===== src/rtl/cpu_run_monitor.sv =====
// ---------------------------------------------------------------------------
// cpu_run_monitor
//
// Run controller and post-mortem dumper for the A09 CPU. It resets the
// CPU, waits for its control matrix to report ready, and checks that program
// memory holds something at address 0. It then lets the CPU run while it
// counts cycles and fetched instructions, until Halt or a watchdog expiry.
// Finally it streams the register file, the first MemDumpDepth memory words
// and a summary word over a valid/ready port.
//
// Ports
//   Clk, Reset        rising-edge clock, asynchronous active-high reset
//   Start             begin a run (honoured in IDLE, DONE and ERROR only)
//   CpuReady          CPU control matrix is ready (looked at in WAIT_READY)
//   InstrStart        one-cycle pulse per instruction fetch (counted in RUN)
//   CpuHalt           CPU halt level (looked at in RUN)
//   CpuResetN         active-low reset to the CPU
//   RegAddr/RegData   register-file read port (combinational read data)
//   MemAddr/MemData   memory read port (combinational read data)
//   DumpValid/Ready   dump stream handshake
//   DumpData/Kind/Index  dump beat: payload, 0=reg 1=mem 2=summary, index
//   Busy, Done, Error status levels; Timeout = watchdog hit in last run
//   CycleCount        RUN cycles of the last run (saturating)
//   InstrCount        InstrStart pulses seen in RUN (saturating)
// ---------------------------------------------------------------------------
module cpu_run_monitor #(
   parameter int DataWidth      = 16,
   parameter int AddrWidth      = 8,
   parameter int RegCount       = 8,
   parameter int MemDumpDepth   = 15,
   parameter int ResetHold      = 2,
   parameter int WatchdogCycles = 5000,
   parameter int CountWidth     = 32
) (
   input  logic                          Clk,
   input  logic                          Reset,
   input  logic                          Start,
   input  logic                          CpuReady,
   input  logic                          InstrStart,
   input  logic                          CpuHalt,
   output logic                          CpuResetN,
   output logic [$clog2(RegCount)-1:0]   RegAddr,
   input  logic [DataWidth-1:0]          RegData,
   output logic [AddrWidth-1:0]          MemAddr,
   input  logic [DataWidth-1:0]          MemData,
   output logic                          DumpValid,
   input  logic                          DumpReady,
   output logic [DataWidth-1:0]          DumpData,
   output logic [1:0]                    DumpKind,
   output logic [AddrWidth-1:0]          DumpIndex,
   output logic                          Busy,
   output logic                          Done,
   output logic                          Timeout,
   output logic                          Error,
   output logic [CountWidth-1:0]         CycleCount,
   output logic [CountWidth-1:0]         InstrCount
);

   localparam int RegAw = $clog2(RegCount);
   localparam int HoldW = (ResetHold > 1) ? $clog2(ResetHold) : 1;
   // The watchdog has its own counter so that a narrow CycleCount, which
   // saturates, can never keep the watchdog from firing.
   localparam int WdW   = $clog2(WatchdogCycles + 1);

   localparam logic [HoldW-1:0]     HOLD_LAST = HoldW'(ResetHold - 1);
   localparam logic [WdW-1:0]       WD_LAST   = WdW'(WatchdogCycles - 1);
   localparam logic [RegAw-1:0]     REG_LAST  = RegAw'(RegCount - 1);
   localparam logic [AddrWidth-1:0] MEM_LAST  = AddrWidth'(MemDumpDepth - 1);

   localparam logic [1:0] KIND_REG = 2'd0;
   localparam logic [1:0] KIND_MEM = 2'd1;
   localparam logic [1:0] KIND_SUM = 2'd2;

   typedef enum logic [3:0] {
      S_IDLE,
      S_HOLD,
      S_WAIT_READY,
      S_CHECK,
      S_RUN,
      S_DUMP_REG,
      S_DUMP_MEM,
      S_DUMP_SUM,
      S_DONE,
      S_ERROR
   } state_t;

   state_t           state;
   logic [HoldW-1:0] hold_cnt;
   logic [WdW-1:0]   wd_cnt;
   logic             sum_loaded;   // summary beat sits in the output register
   logic             load;         // output register free for a new beat

   function automatic logic [CountWidth-1:0] sat_inc(input logic [CountWidth-1:0] v);
      return (&v) ? v : v + CountWidth'(1);
   endfunction

   // Summary payload is the low DataWidth bits of InstrCount, zero-extended
   // when the counter is narrower than the data path.
   function automatic logic [DataWidth-1:0] summary_word(input logic [CountWidth-1:0] v);
      return DataWidth'(v);
   endfunction

   assign load = !DumpValid || DumpReady;

   always_ff @(posedge Clk or posedge Reset) begin
      if (Reset) begin
         state      <= S_IDLE;
         hold_cnt   <= '0;
         wd_cnt     <= '0;
         sum_loaded <= 1'b0;
         CpuResetN  <= 1'b0;
         RegAddr    <= '0;
         MemAddr    <= '0;
         DumpValid  <= 1'b0;
         DumpData   <= '0;
         DumpKind   <= KIND_REG;
         DumpIndex  <= '0;
         Busy       <= 1'b0;
         Done       <= 1'b0;
         Timeout    <= 1'b0;
         Error      <= 1'b0;
         CycleCount <= '0;
         InstrCount <= '0;
      end else begin
         case (state)
            S_IDLE, S_DONE, S_ERROR: begin
               if (Start) begin
                  state      <= S_HOLD;
                  hold_cnt   <= '0;
                  wd_cnt     <= '0;
                  CpuResetN  <= 1'b0;
                  Busy       <= 1'b1;
                  Done       <= 1'b0;
                  Error      <= 1'b0;
                  Timeout    <= 1'b0;
                  CycleCount <= '0;
                  InstrCount <= '0;
               end
            end

            S_HOLD: begin
               // Release the CPU exactly ResetHold cycles after Start.
               if (hold_cnt == HOLD_LAST) begin
                  state     <= S_WAIT_READY;
                  CpuResetN <= 1'b1;
               end else begin
                  hold_cnt <= hold_cnt + HoldW'(1);
               end
            end

            S_WAIT_READY: begin
               if (CpuReady) begin
                  state   <= S_CHECK;
                  MemAddr <= '0;
               end
            end

            S_CHECK: begin
               // An all-zero word at address 0 means nothing was loaded.
               if (MemData == '0) begin
                  state <= S_ERROR;
                  Error <= 1'b1;
                  Busy  <= 1'b0;
               end else begin
                  state   <= S_RUN;
                  RegAddr <= '0;
               end
            end

            S_RUN: begin
               CycleCount <= sat_inc(CycleCount);
               wd_cnt     <= wd_cnt + WdW'(1);
               if (InstrStart) begin
                  InstrCount <= sat_inc(InstrCount);
               end
               // Halt beats a simultaneous watchdog expiry. Register 0 is
               // loaded on the exit edge so the first beat is valid on the
               // very next cycle.
               if (CpuHalt || (wd_cnt == WD_LAST)) begin
                  state     <= S_DUMP_REG;
                  Timeout   <= !CpuHalt;
                  DumpValid <= 1'b1;
                  DumpData  <= RegData;
                  DumpKind  <= KIND_REG;
                  DumpIndex <= AddrWidth'(RegAddr);
                  RegAddr   <= RegAddr + RegAw'(1);
                  MemAddr   <= '0;
               end
            end

            S_DUMP_REG: begin
               if (load) begin
                  DumpValid <= 1'b1;
                  DumpData  <= RegData;
                  DumpKind  <= KIND_REG;
                  DumpIndex <= AddrWidth'(RegAddr);
                  if (RegAddr == REG_LAST) begin
                     state <= S_DUMP_MEM;
                  end else begin
                     RegAddr <= RegAddr + RegAw'(1);
                  end
               end
            end

            S_DUMP_MEM: begin
               if (load) begin
                  DumpValid <= 1'b1;
                  DumpData  <= MemData;
                  DumpKind  <= KIND_MEM;
                  DumpIndex <= MemAddr;
                  if (MemAddr == MEM_LAST) begin
                     state <= S_DUMP_SUM;
                  end else begin
                     MemAddr <= MemAddr + AddrWidth'(1);
                  end
               end
            end

            S_DUMP_SUM: begin
               if (!sum_loaded) begin
                  if (load) begin
                     sum_loaded <= 1'b1;
                     DumpValid  <= 1'b1;
                     DumpData   <= summary_word(InstrCount);
                     DumpKind   <= KIND_SUM;
                     DumpIndex  <= '0;
                  end
               end else if (DumpReady) begin
                  // Summary beat accepted: stream is complete.
                  sum_loaded <= 1'b0;
                  DumpValid  <= 1'b0;
                  state      <= S_DONE;
                  Busy       <= 1'b0;
                  Done       <= 1'b1;
               end
            end

            default: begin
               state <= S_IDLE;
            end
         endcase
      end
   end

endmodule


===== config.mk =====
export PLATFORM = sky130hd
export DESIGN_NAME = cpu_run_monitor
export DESIGN_NICKNAME = d
export VERILOG_FILES = /design/src/rtl/cpu_run_monitor.sv
export SDC_FILE = /design/constraint.sdc
export NUM_CORES = 1
export LEC_CHECK = 0
export CORE_MARGIN = 2
export CORE_UTILIZATION = 45
export CTS_CLUSTER_SIZE = 16
export DETAILED_ROUTE_END_ITERATION = 10
export PLACE_DENSITY = 0.71
export SYNTH_ARGS = -nofsm -noshare
export SYNTH_HDL_FRONTEND = slang
export SYNTH_SLANG_ARGS = --single-unit
export TNS_END_PERCENT = 50

===== constraint.sdc =====
create_clock -name Clk -period 4.7 [get_ports Clk]
set_input_delay 0.47 -clock Clk [delete_from_list [all_inputs] [get_ports Clk]]
set_output_delay 0.47 -clock Clk [all_outputs]
set_load 0.02 [all_outputs]

==> results of run 1 <==
-- stage by stage --
stage	cell area, sq um	setup WS (ns)
2_1_floorplan	7182	0.8741
3_3_place_gp	8808	1.791
3_5_place_dp	8808	1.746
4_1_cts	9392	1.761
5_1_grt	9392	1.572
6_report	9392	1.728
-- layer usage --
metal,vias to the layer above,routed length [microns],global-route usage
met5,-,0,0
met4,0,273,0.08761
met2,179,8930,0.3576
met3,24,978,0.03895
li1,3178,-,-
met1,3194,9041,0.3262
-- cell type report --
cell class,count,share of cell area
Inverter,23,0.009459
Sequential cell,126,0.3357
Clock buffer,23,0.05302
Multi-Input combinational cell,581,0.4006
Timing Repair Buffer,156,0.1633
Clock inverter,7,0.009059
Tap cell,216,0.02878
-- registers in the layout (all words and copies together) (netlist names), 2 cells and up --
signal / cells
DumpData: 16
state: 4
RegAddr: 3
MemAddr: 8
CycleCount: 32
wd_cnt: 13
DumpIndex: 8
InstrCount: 32
DumpKind: 2
-- power by group through the flow --
stage	combinational, mW	clock (mW)	sequential (mW)
after global placement	1.87	0	1.63
after global routing	2.07	1.38	1.67
final	1.90	1.31	1.63
after CTS	1.91	1.33	1.62
after detailed placement	1.90	0	1.63
after floorplan	1.11	0	1.76
-- cell usage after synthesis, types with 3 or more instances --
cell type and count:
ha_1 7, nand4_1 19, inv_1 23, and4_1 12
nand3b_1 5, o21ai_0 54, and2_1 7, nor3_1 18
mux2_2 8, or3_1 22, o21a_1 5, clkbuf_1 30
nand2b_1 11, nor2_1 27, nor2b_1 3, and3_1 9
or2_2 3, xnor2_1 3, nand2_1 93, mux2_4 10
nand3_1 40, a31oi_1 5, nor4_1 11, o31ai_1 31
or4_1 34, dfrtp_1 126, buf_2 9, a21oi_1 54
buf_1 3, o211ai_1 12, mux2_1 4, mux2i_1 34
-- logic make-up (layout without fill, tap and decap cells) --
family,after synthesis,in the layout,share of synthesized area
buffers and inverters,68,209,0.03937
AOI/OAI and AO/OA,187,187,0.1641
adders and majority gates,7,7,0.01219
xor gates and xnor gates,3,3,0.003659
DFF,126,126,0.4390
muxes,56,56,0.08711
and+or+nand+nor,328,328,0.2545
-- worst max-delay path: stages (launching register included) --
cell and delay, ns:
dfrtp_1 0.65, nor4b_4 0.34, buf_4 0.30, nand3_1 0.24, or4_1 0.67, or4_1 0.52, a21oi_1 0.16
-- worst max-delay path by stage --
stage	start	endpoint	slack, ns	depth (start not counted)
2_1_floorplan	Reset	Busy$_DFFE_PP0P_	0.87	1
3_3_place_gp	Start	CycleCount[21]$_DFFE_PP0P_	1.79	7
3_5_place_dp	Start	CycleCount[21]$_DFFE_PP0P_	1.75	7
4_1_cts	state[1]$_DFFE_PP0P_	InstrCount[31]$_DFFE_PP0P_	1.76	6
5_1_grt	state[1]$_DFFE_PP0P_	InstrCount[31]$_DFFE_PP0P_	1.57	6
6_report	state[1]$_DFFE_PP0P_	InstrCount[31]$_DFFE_PP0P_	1.73	6
==> results_dict.tcl, run 1 <==
set metrics [dict create \
    dpl.cell_count 1102 \
    tns_ns 0 \
    drc 0 \
    pwr-share-clk 0.271 \
    path_max_fanout 22 \
    fmax_mhz 336.4 \
    drt_iter0_drc 447 \
    core.rowCount 46 \
    synth_seq_cells 126 \
    worstSkewPairLatency_ns 0.42 \
    cts_sinks 126 \
    gp_congestion 0.8093 \
    num-nets-final 951 \
    netlist_top_cells_area "dfrtp_1 (44%), nand2_1 (4.9%), mux2i_1 (4.7%)" \
    drive_gt1_frac 0.07860 \
    cp.required_ns 5.04 \
    drt-vias-per-instance 5.808 \
    finalMaxSlewViolations 0 \
    finalCritPeriodShare 0.6324 \
    hold_viol 0 \
    yosys_warnings 0 \
    r2r_cells 6 \
    switchingPower_mw 1.797 \
    power_frac_seq 0.337 \
    synth_flop_cell "dfrtp_1" \
    postCtsSetupBuffers 0 \
    end_kind "flop" \
    grt_max_degree 47 \
    num_io_pins 146 \
    synth_cell_types 66 \
    synthCells 775 \
    grtUsageTotal 0.2308 \
    wl_per_cell_microns 16.98 \
    grt_overflow 0 \
    final-seq-area_sq_um 3153 \
    drv_cap 0 \
    cts_buffers 17 \
    internal_power_mw 3.042 \
    setup_viol 0 \
    diodes 0 \
    drt-total-wl_microns 19220 \
    cp_data_arrival_time_ns 3.31 \
    worstMarginPinSlew_ns 0.9447 \
    die_width_microns 130.3 \
    multi_input_area_sq_um 3762 \
    cts_resized 0 \
    rsz0062_at_grt "false" \
    clkTransAtPathRegs_ns 0.06 \
    synth_area_per_cell_sq_um 9.267 \
    final_common_cell "clkdlybuf4s50_1" \
    yosysSeqAreaShare 0.4390 \
    synth_enable_flop_cells 0 \
    hold_class "input port to async pin" \
    fp.dieH_microns 130.3 \
    cts_tree "built" \
    finish.utilization 0.5977 \
    power_frac_comb 0.393 \
    fin_crit_ns 2.972 \
    hold_slack_ns 0.4280 \
    power_density_nw_per_um2 515.3 \
    fin_skew_ns 0.007730 \
    syn_area_sq_um 7182 \
    synthToLayoutAreaGrowth_pct 30.77 \
    r2r_slack_ns 1.73 \
    reg2reg_to "InstrCount[31]$_DFFE_PP0P_" \
    core_sq_um 15710 \
    status "finished clean" \
    r2r_start "state[1]$_DFFE_PP0P_" \
    grt_pass1_vias 6088 \
    leakagePower_nw 3.813 \
    start_kind "flop" \
    power.total_mw 4.840 \
    ant_nets 0 \
    synth_top_area_frac 0.4390 \
    synthArstFlopShare 1.000 \
    dr.pass1.iters 5 \
    cts_hold_buf 0 \
    num_vias 6575 \
    fillers 1418 \
    fin_cells 1132 \
    synth.largest_area_cell "dfrtp_1" \
    io_buffers 145 \
    ir_drop_uv 306.2 \
    crit_type "flop to flop" \
    clk_path_buf_depth 2 \
    slew_headroom 0.3674 \
    h-tree-depth 4 \
    antenna_found_initial 0 \
    final_cell_mix "clkdlybuf4s50_1 (145), dfrtp_1 (126), nand2_1 (93), o21ai_0 (54), a21oi_1 (54)" \
    hpwl_microns 13270 \
    syn_nets 821 \
    initial_utilization 0.4571 \
    grt_pass1_wl_microns 31080 \
    switching_share 0.3714 \
    cts_root_buf "clkbuf_16" \
    dieArea_sq_um 16990 \
]
No activity file was read; power rests on OpenSTA's default activity.
==> run 2, diff against run 1 <==
--- a/config.mk
+++ b/config.mk
@@ -9,7 +9,7 @@
 export CORE_UTILIZATION = 45
 export CTS_CLUSTER_SIZE = 16
 export DETAILED_ROUTE_END_ITERATION = 10
-export PLACE_DENSITY = 0.71
+export PLACE_DENSITY = 0.74
 export SYNTH_ARGS = -nofsm -noshare
 export SYNTH_HDL_FRONTEND = slang
 export SYNTH_SLANG_ARGS = --single-unit
==> constraint.sdc (replaced) <==
create_clock -name Clk -period 2.66 [get_ports Clk]
set_input_delay 0.266 -clock Clk [delete_from_list [all_inputs] [get_ports Clk]]
set_output_delay 0.266 -clock Clk [all_outputs]
set_load 0.02 [all_outputs]
==> run 2 against run 1 <==
  * Utilization increased by 2.1 points
  * Non-clock buffer count increased by 32
  * Total power increased by 85%
  * Clock power increased by 83%
  * Maximum frequency increased by 24%
  * Sequential share of layout area decreased by 1.1 points
  * Sequential power increased by 69%
  * Routed wire length increased by 2.9%
  * Combinational power increased by 99%
  * Register-to-register slack got worse by 1.5 ns
  * Critical path type unchanged
  * Sequential cell count unchanged
  * First-iteration DRC count increased by 19%
==> results_dict.tcl, run 2 (same netlist as run 1, synthesis figures left out) <==
set metrics [dict create \
    status "finished clean" \
    cts_sinks 126 \
    cp.required_ns 3.00 \
    cp_data_arrival_time_ns 2.74 \
    grt_pass1_wl_microns 31640 \
    fin_skew_ns 0.008659 \
    tns_ns 0 \
    antenna_found_initial 0 \
    fmax_mhz 417.8 \
    drv_cap 0 \
    drt_iter0_drc 532 \
    leakagePower_nw 3.996 \
    finalCritPeriodShare 0.8999 \
    core_sq_um 15710 \
    clk_path_buf_depth 2 \
    path_max_fanout 8 \
    drc 0 \
    biggestRegsByFlops "CycleCount: 32 flops, InstrCount: 32 flops, DumpData: 16 flops" \
    fp.dieH_microns 130.3 \
    drive_gt1_frac 0.1085 \
    worstMarginPinSlew_ns 0.6262 \
    grt_overflow 0 \
    start_kind "flop" \
    dr.pass1.iters 5 \
    pre_cts_ws_ns 0.1487 \
    finalMaxSlewViolations 0 \
    h-tree-depth 4 \
    power_density_nw_per_um2 920.4 \
    final_cell_mix "clkdlybuf4s50_1 (145), dfrtp_1 (126), nand2_1 (93), o21ai_0 (54), a21oi_1 (54)" \
    io_buffers 145 \
    drt-vias-per-instance 5.809 \
    cts_buffers 17 \
    fin_crit_ns 2.394 \
    postCtsSetupBuffers 0 \
    cts_tree "built" \
    ant_nets 0 \
    cts_hold_buf 0 \
    worstSkewPairLatency_ns 0.42 \
    dieArea_sq_um 16990 \
    ir_drop_uv 703.3 \
    finish.utilization 0.6188 \
    cts_resized 0 \
    clkTransAtPathRegs_ns 0.06 \
    synthToLayoutAreaGrowth_pct 35.38 \
    rsz0062_at_grt "false" \
    hold_viol 0 \
    num_vias 6768 \
    grtUsageTotal 0.2336 \
    final_common_cell "clkdlybuf4s50_1" \
    die_width_microns 130.3 \
    initial_utilization 0.4571 \
    grt_pass1_vias 6282 \
    end_kind "flop" \
    setup_viol 0 \
    hpwl_microns 13700 \
    crit_type "flop to flop" \
    grt_max_degree 72 \
    num_io_pins 146 \
    fin_ws_ns 0.2663 \
    cts_root_buf "clkbuf_16" \
    drt-total-wl_microns 19780 \
    hold_class "input port to async pin" \
    num-nets-final 983 \
    core.rowCount 46 \
    wl_per_cell_microns 16.97 \
    diodes 0 \
    slew_headroom 0.5825 \
    gp_congestion 0.8346 \
]
## run 2: changes by cell type in the layout (fill, tap and decap cells not counted), sizes merged
| cell | change |
|---|---|
| clkinv | -2 |
| inv | -1 |
| clkinvlp | +1 |
| clkbuf | +2 |
| bufinv | +1 |
| buf | +32 |
## run 2: worst paths after layout
| path | startpoint | endpoint | slack (ns) | cells past startpoint |
|---|---|---|---|---|
| max | state[0]$_DFFE_PP0P_ | InstrCount[27]$_DFFE_PP0P_ | 0.27 | 5 |
| min | Reset | CycleCount[26]$_DFFE_PP0P_ | 0.23 | 2 |
| max reg2reg | state[0]$_DFFE_PP0P_ | InstrCount[27]$_DFFE_PP0P_ | 0.27 | 5 |
| min reg2reg | wd_cnt[8]$_DFFE_PP0P_ | wd_cnt[8]$_DFFE_PP0P_ | 0.48 | 1 |
| max in group asynchronous | Reset | DumpData[2]$_DFFE_PP0P_ | 1.61 | 3 |
| min in group Clk | CpuHalt | Timeout$_DFFE_PP0P_ | 0.48 | 2 |
## run 2: worst max-delay path: stages, from the launching register on
cell and delay (ns):
dfrtp_1 0.41, nor4b_4 0.32, nand3_1 0.24, or4_1 0.68, or4_1 0.51, a21oi_1 0.16
## run 2: metal layers
layer  GRT usage  vias to the layer above  routed length, microns
li1            -                     3255                       -
met1      0.3266                     3269                    9098
met2      0.3650                      213                    9193
met3     0.04551                       31                    1142
met4     0.08198                        0                     340
met5           0                        -                       0
## run 2: power breakdown
group          internal [mW]  switching (mW)  total (mW)
registers               2.35           0.410        2.76
clock network           1.59           0.815        2.40
logic                   1.76            2.02        3.78
total                   5.70            3.25        8.95
## run 2: layout make-up
type                            count  area, sq um
Fill cell                        1336         5989
Multi-Input combinational cell    581         3762
Tap cell                          216        270.3
Clock inverter                      6        105.1
Inverter                           23        90.09
Timing Repair Buffer              188         1837
Clock buffer                       25        505.5
Sequential cell                   126         3153
## run 2: stage by stage
| stage | power [mW] | area [sq um] | hold WS [ns] | instances |
|---|---|---|---|---|
| after global routing | 9.455 | 9723 | 0.2683 | 1165 |
| after floorplan | 5.060 | 7186 | 0.3527 | 775 |
| final | 8.949 | 9723 | 0.2303 | 1165 |
| after detailed placement | 6.555 | 9112 | 0.4616 | 1134 |
| after global placement | 6.470 | 9112 | 0.4560 | 1134 |
| after CTS | 8.997 | 9723 | 0.2392 | 1165 |
